`src/rtl/bnn_pkg.sv`:
```
// bnn_pkg: shared types and sizes for the binarized window generator.
package bnn_pkg;
  localparam int WIN_K = 3;
  localparam int KERNEL_SIZE = WIN_K * WIN_K;
  typedef enum logic [1:0] {IDLE, FILL, STREAM} wingen_state_t;
  typedef logic [KERNEL_SIZE-1:0] window_t;
endpackage

```
`src/rtl/bin_window_gen_if.sv`:
```
// bin_window_gen_if: pixel stream in, window strobe out; master drives pixels, slave is the generator.
interface bin_window_gen_if import bnn_pkg::*; #(parameter int KS = KERNEL_SIZE);
  logic frame_start;
  logic pixel_valid;
  logic pixel_in;
  logic window_valid;
  logic [KS-1:0] window_out;
  logic frame_done;
  logic busy;
  modport master (output frame_start, pixel_valid, pixel_in, input window_valid, window_out, frame_done, busy);
  modport slave (input frame_start, pixel_valid, pixel_in, output window_valid, window_out, frame_done, busy);
endinterface

```
`src/rtl/bin_line_buffer.sv`:
```
// bin_line_buffer: DEPTH-deep 1-bit delay line that advances only when enabled.
module bin_line_buffer #(
    parameter int DEPTH = 8
) (
    input  logic clock,
    input  logic reset,
    input  logic en_i,
    input  logic d_i,
    output logic q_o
);
    logic [DEPTH-1:0] sr_q;
    logic [DEPTH:0] sr_sh;
    assign sr_sh = {sr_q, d_i};
    assign q_o = sr_q[DEPTH-1];
    always_ff @(posedge clock or posedge reset)
        if (reset) sr_q <= '0;
        else if (en_i) sr_q <= sr_sh[DEPTH-1:0];
endmodule

```
`src/rtl/bin_window_gen.sv`:
```
// bin_window_gen: raster bitstream to KxK window strobes for the XNOR/popcount stage.
// Define WINGEN_STRIDE2_EN to emit only stride-2 windows.
module bin_window_gen import bnn_pkg::*; #(
    parameter int IMG_WIDTH  = 8,
    parameter int IMG_HEIGHT = 8,
    parameter int K          = 3
) (
    input logic clock,
    input logic reset,
    bin_window_gen_if.slave bus
);
    localparam int KS = K * K;
    localparam int CW = $clog2(IMG_WIDTH + 1);
    localparam int RW = $clog2(IMG_HEIGHT + 1);
    localparam logic [CW-1:0] COL_LAST = CW'(IMG_WIDTH - 1);
    localparam logic [CW-1:0] COL_K1 = CW'(K - 1);
    localparam logic [RW-1:0] ROW_LAST = RW'(IMG_HEIGHT - 1);
    localparam logic [RW-1:0] ROW_K1 = RW'(K - 1);

    wingen_state_t state_q, state_d;
    logic [CW-1:0] col_q, col_d, col_cur;
    logic [RW-1:0] row_q, row_d, row_cur;
    logic [KS-1:0] win_q, win_d, win_sh;
    logic valid_q, valid_d, done_q, done_d;
    logic acc, last, in_win, stride_ok;
    // lb_tap[0] is the live pixel, lb_tap[i] is the same column i rows above
    logic [K-1:0] lb_tap;

    assign acc = bus.pixel_valid;
    assign lb_tap[0] = bus.pixel_in;

    genvar i, r, c;
    for (i = 0; i < K - 1; i++) begin : g_lb
        bin_line_buffer #(.DEPTH(IMG_WIDTH)) u_lb (
            .clock(clock),
            .reset(reset),
            .en_i (acc),
            .d_i  (lb_tap[i]),
            .q_o  (lb_tap[i+1])
        );
    end

    for (r = 0; r < K; r++) begin : g_row
        for (c = 0; c < K; c++) begin : g_col
            if (c == K - 1) begin : g_new
                assign win_sh[r*K+c] = lb_tap[K-1-r];
            end else begin : g_shift
                assign win_sh[r*K+c] = win_q[r*K+c+1];
            end
        end
    end

`ifdef WINGEN_STRIDE2_EN
    assign stride_ok = (row_cur[0] == ROW_K1[0]) && (col_cur[0] == COL_K1[0]);
`else
    assign stride_ok = 1'b1;
`endif

    always_comb begin
        col_cur = bus.frame_start ? '0 : col_q;
        row_cur = bus.frame_start ? '0 : row_q;
        last = (col_cur == COL_LAST) && (row_cur == ROW_LAST);
        in_win = (row_cur >= ROW_K1) && (col_cur >= COL_K1);
        col_d = col_cur;
        row_d = row_cur;
        state_d = bus.frame_start ? IDLE : state_q;
        if (acc) begin
            col_d = (col_cur == COL_LAST) ? '0 : col_cur + 1'b1;
            row_d = (col_cur != COL_LAST) ? row_cur : last ? '0 : row_cur + 1'b1;
            state_d = last ? IDLE : (row_d >= ROW_K1) ? STREAM : FILL;
        end
        win_d = acc ? win_sh : win_q;
        valid_d = acc && in_win && stride_ok;
        done_d = acc && last;
    end

    always_ff @(posedge clock or posedge reset)
        if (reset) begin
            state_q <= IDLE;
            col_q <= '0;
            row_q <= '0;
            win_q <= '0;
            valid_q <= 1'b0;
            done_q <= 1'b0;
        end else begin
            state_q <= state_d;
            col_q <= col_d;
            row_q <= row_d;
            win_q <= win_d;
            valid_q <= valid_d;
            done_q <= done_d;
        end

    assign bus.window_valid = valid_q;
    assign bus.window_out = win_q;
    assign bus.frame_done = done_q;
    assign bus.busy = state_q != IDLE;
endmodule

```
`src/flat_wrapper.sv`:
```
// flat-port wrapper written by rule: the top's interface ports become plain ports
module bin_window_gen_flat import bnn_pkg::*;
#(
    parameter int IMG_WIDTH  = 8,
    parameter int IMG_HEIGHT = 8,
    parameter int K          = 3
)
  (clock, reset, bus_frame_start, bus_pixel_valid, bus_pixel_in, bus_window_valid, bus_window_out, bus_frame_done, bus_busy);
  bin_window_gen_if bus_i ();
  input logic clock;
  input logic reset;
  input wire logic [$bits(bus_i.frame_start)-1:0] bus_frame_start;
  input wire logic [$bits(bus_i.pixel_valid)-1:0] bus_pixel_valid;
  input wire logic [$bits(bus_i.pixel_in)-1:0] bus_pixel_in;
  output wire logic [$bits(bus_i.window_valid)-1:0] bus_window_valid;
  output wire logic [$bits(bus_i.window_out)-1:0] bus_window_out;
  output wire logic [$bits(bus_i.frame_done)-1:0] bus_frame_done;
  output wire logic [$bits(bus_i.busy)-1:0] bus_busy;
  assign bus_i.frame_start = bus_frame_start;
  assign bus_i.pixel_valid = bus_pixel_valid;
  assign bus_i.pixel_in = bus_pixel_in;
  assign bus_window_valid = bus_i.window_valid;
  assign bus_window_out = bus_i.window_out;
  assign bus_frame_done = bus_i.frame_done;
  assign bus_busy = bus_i.busy;
  bin_window_gen #(.IMG_WIDTH(IMG_WIDTH), .IMG_HEIGHT(IMG_HEIGHT), .K(K)) u_core (.clock(clock), .reset(reset), .bus(bus_i));
endmodule
```
`config.mk`:
```
export PLATFORM = sky130hd
export DESIGN_NAME = bin_window_gen_flat
export DESIGN_NICKNAME = d
export VERILOG_FILES = /design/src/rtl/bnn_pkg.sv /design/src/rtl/bin_window_gen_if.sv /design/src/rtl/bin_line_buffer.sv /design/src/rtl/bin_window_gen.sv /design/src/flat_wrapper.sv
export SDC_FILE = /design/constraint.sdc
export NUM_CORES = 1
export LEC_CHECK = 0
export ABC_AREA = 1
export CAP_MARGIN = 20
export CORE_AREA = 4 4 58 60
export DETAILED_ROUTE_END_ITERATION = 6
export DIE_AREA = 0 0 62 64
export PLACE_DENSITY = 0.78
export SYNTH_ARGS = -nofsm -noshare
export SYNTH_HDL_FRONTEND = slang
export SYNTH_SLANG_ARGS = --single-unit
```
`constraint.sdc`:
```
create_clock -name clock -period 2.1 [get_ports clock]
set_input_delay 0.42 -clock clock [delete_from_list [all_inputs] [get_ports clock]]
set_output_delay 0.42 -clock clock [all_outputs]
set_load 0.005 [all_outputs]
```
==> results.yml <==
final_layout:
  num-nets-final: 208
  final_cells: 233
  final_common_cell: "nand2_1"
  drive_above_1_share_pct: 14.00
  syn2layout_area_growth_pct: 20.59
  antennaDiodeCount: 0
  final_area_mm2: 0.001780
  final_cell_mix: "nand2_1 (70), dfrtp_1 (31), inv_1 (16), clkdlybuf4s50_1 (16), buf_4 (11)"
global_route:
  track_usage_pct: 17.55
  grt_pass1_wl_um: 5175
  antenna_found_initial: 0
  grt_pass1_vias: 1191
  grt_max_degree: 32
  grt-ovfl-total: 0
cts:
  cts_buffers: 5
  ctsResizeCount: 0
  h-tree-depth: 2
  clk_pin_slew_worst_paths_ns: 0.09
  clock_latency_ns: 0.32
  clock_sinks: 31
  clock-root-buffer: "clkbuf_4"
  cts_tree: "built"
  postCtsSetupBuffers: 0
  cts_hold_buf: 0
  cts_buffer_depth: 2
setup_path:
  crit_path_cell_trace: "or2_2, clkdlybuf4s50_1"
  arrival_ns: 1.44
  worst_path_largest_cell_delay_ns: 0.45
  cp.required_ns: 1.68
  critPathSlowestCell: "clkdlybuf4s50_1"
  critical_path.startpoint: "u_core.state_q[1]"
  crit_type: "flop to output port"
  critPathCaptureType: "output port"
  critPathMaxFanout: 2
  r2r_start: "u_core.col_q[0]"
  start_kind: "flop"
synthesis:
  ys_ff_latch: 31
  synthCells: 176
  synth_area_leaders: "dfrtp_1 (53%), nand2_1 (18%), inv_1 (4.1%), ha_1 (3.4%), o21ai_0 (3.4%)"
  syn-cell-area_mm2: 0.001476
  synth_seq_area_share_pct: 52.54
  yosysUniqueCellTypes: 26
  yosys_warnings: 0
  synth_nets: 185
  yosysTopAreaCell: "dfrtp_1"
  synth_area_per_cell_um2: 8.389
  netlist.area_leader.share_pct: 52.54
route:
  vias: 1166
  wl_per_cell_um: 12.22
  drt-total-wl_um: 2847
  drtIter0Drc: 83
  dr.pass1.iters: 4
  via_per_inst: 5.004
  ant_nets: 0
  drcViolationCount: 0
placement:
  placed_cells: 225
  placed_area_mm2: 0.001694
  portBuffers: 16
  pre_cts_ws_ns: -0.07829
  place_congestion: 0.9387
  dp_hpwl_um: 2159
floorplanning:
  initial_core_util_pct: 50.43
  die_h_um: 64
  core_area_mm2: 0.002928
  rows: 20
  die_x_um: 62
  die-area_mm2: 0.003968
  ios: 17
timing:
  period_needed_ns: 1.861
  final-hold-violation-count: 0
  rsz0062_at_grt: "no"
  final_max_slew_viol_count: 0
  worstMarginPinSlew_ns: 0.3727
  fin_tns_setup_ns: 0
  max_freq_mhz: 537.2
  clock_skew_ns: 0.005816
  timing.max_slew.rel_slack_pct: 75.15
  setup_violations: 0
  setup_ws_ns: 0.2385
  period_share_pct: 88.64
pwr:
  clkPwrFrac_pct: 35.2
  leakage_nw: 0.9691
  power_per_cell_area_mw_per_mm2: 765.0
  swShare_pct: 23.95
  internal_power_mw: 1.036
  combPwrFrac_pct: 13.7
  vdd_ir_drop_max_v: 0.0004929
  p_seq_share_pct: 51.1
  p_sw_mw: 0.3261
run:
  drv_cap: 0
run_status:
  status: "finished, final reports clean"
min_path:
  hp-class: "input port to asynchronous set/reset pin"
## power groups by stage
stage               Combinational [mW]  Sequential [mW]  Clock (mW)
finish                           0.187            0.696       0.479
global route                     0.213            0.705       0.531
CTS                              0.191            0.696       0.497
detailed placement               0.191            0.708           0
global placement                 0.183            0.703           0
floorplan                        0.114            0.699           0
## cells in the mapped netlist
cell,number
ha_1,4
nand3_2,1
buf_4,6
nor2_8,1
o21ai_1,1
a21oi_1,1
inv_2,1
xor2_1,2
nand4_1,1
buf_2,2
a31oi_1,1
nor4_1,1
or2_2,1
o21ai_0,10
dfrtp_1,31
nand2_1,70
inv_4,1
nor2_1,7
nand3_1,7
nand2_2,2
o21a_1,1
nand2_4,1
inv_1,16
clkbuf_1,3
nor3_1,3
nand3b_2,1
## logic make-up after synthesis
family / synth area share (%)
AOI/OAI and AO/OA: 5.000
xor gates and xnor gates: 1.187
adders and majority gates: 3.390
buffers and inverters: 9.237
DFF: 52.54
and+or+nand+nor: 28.64
## state kept, by name (all words and copies together), names as in the netlist
name	count
u_core.bus.frame_done	1
u_core.bus.window_out	3
u_core.bus.window_valid	1
u_core.col_q	4
u_core.g_lb.u_lb.sr_q	16
u_core.row_q	4
u_core.state_q	2
## through the flow
stage	power (mW)	util, %	hold slack, ns
floorplan	0.8128	-	0.4410
global placement	0.8860	57.86	0.4541
detailed placement	0.8984	57.86	0.4615
CTS	1.385	60.81	0.4544
global route	1.449	60.81	0.4801
finish	1.362	60.81	0.4590
## area by class of cell
type,count,area (um2)
Tap cell,33,41.29
Clock inverter,2,35.03
Clock buffer,6,51.30
Multi-Input combinational cell,116,564.3
Fill cell,256,1147
Sequential cell,31,775.7
Timing Repair Buffer,27,242.7
Inverter,18,70.07
## worst paths after layout
kind / endpoint / slack (ns) / cells after the start
max in group asynchronous: u_core.g_lb[1].u_lb.sr_q[7] / 1.36 / 3
hold reg to reg: u_core.g_lb[1].u_lb.sr_q[4] / 0.48 / 2
hold / removal: u_core.row_q[1] / 0.46 / 3
setup / recovery: bus_busy / 0.24 / 2
setup reg to reg: u_core.state_q[1] / 0.52 / 10
min in group clock: u_core.g_lb[1].u_lb.sr_q[4] / 0.48 / 2
## critical path: cells and delay by family, from the launching register on
family / cells / cell delay (ns)
simple gates: 1 / 0.29
flops: 1 / 0.39
buf+inv: 1 / 0.45
## routing by layer
layer  part of all wire (%)  GRT usage, %
met1                     44         20.89
met3                    3.9         6.061
met5                      0             0
met2                     52         28.76
met4                   0.46         5.836
Power figures use the tool's default switching activity.
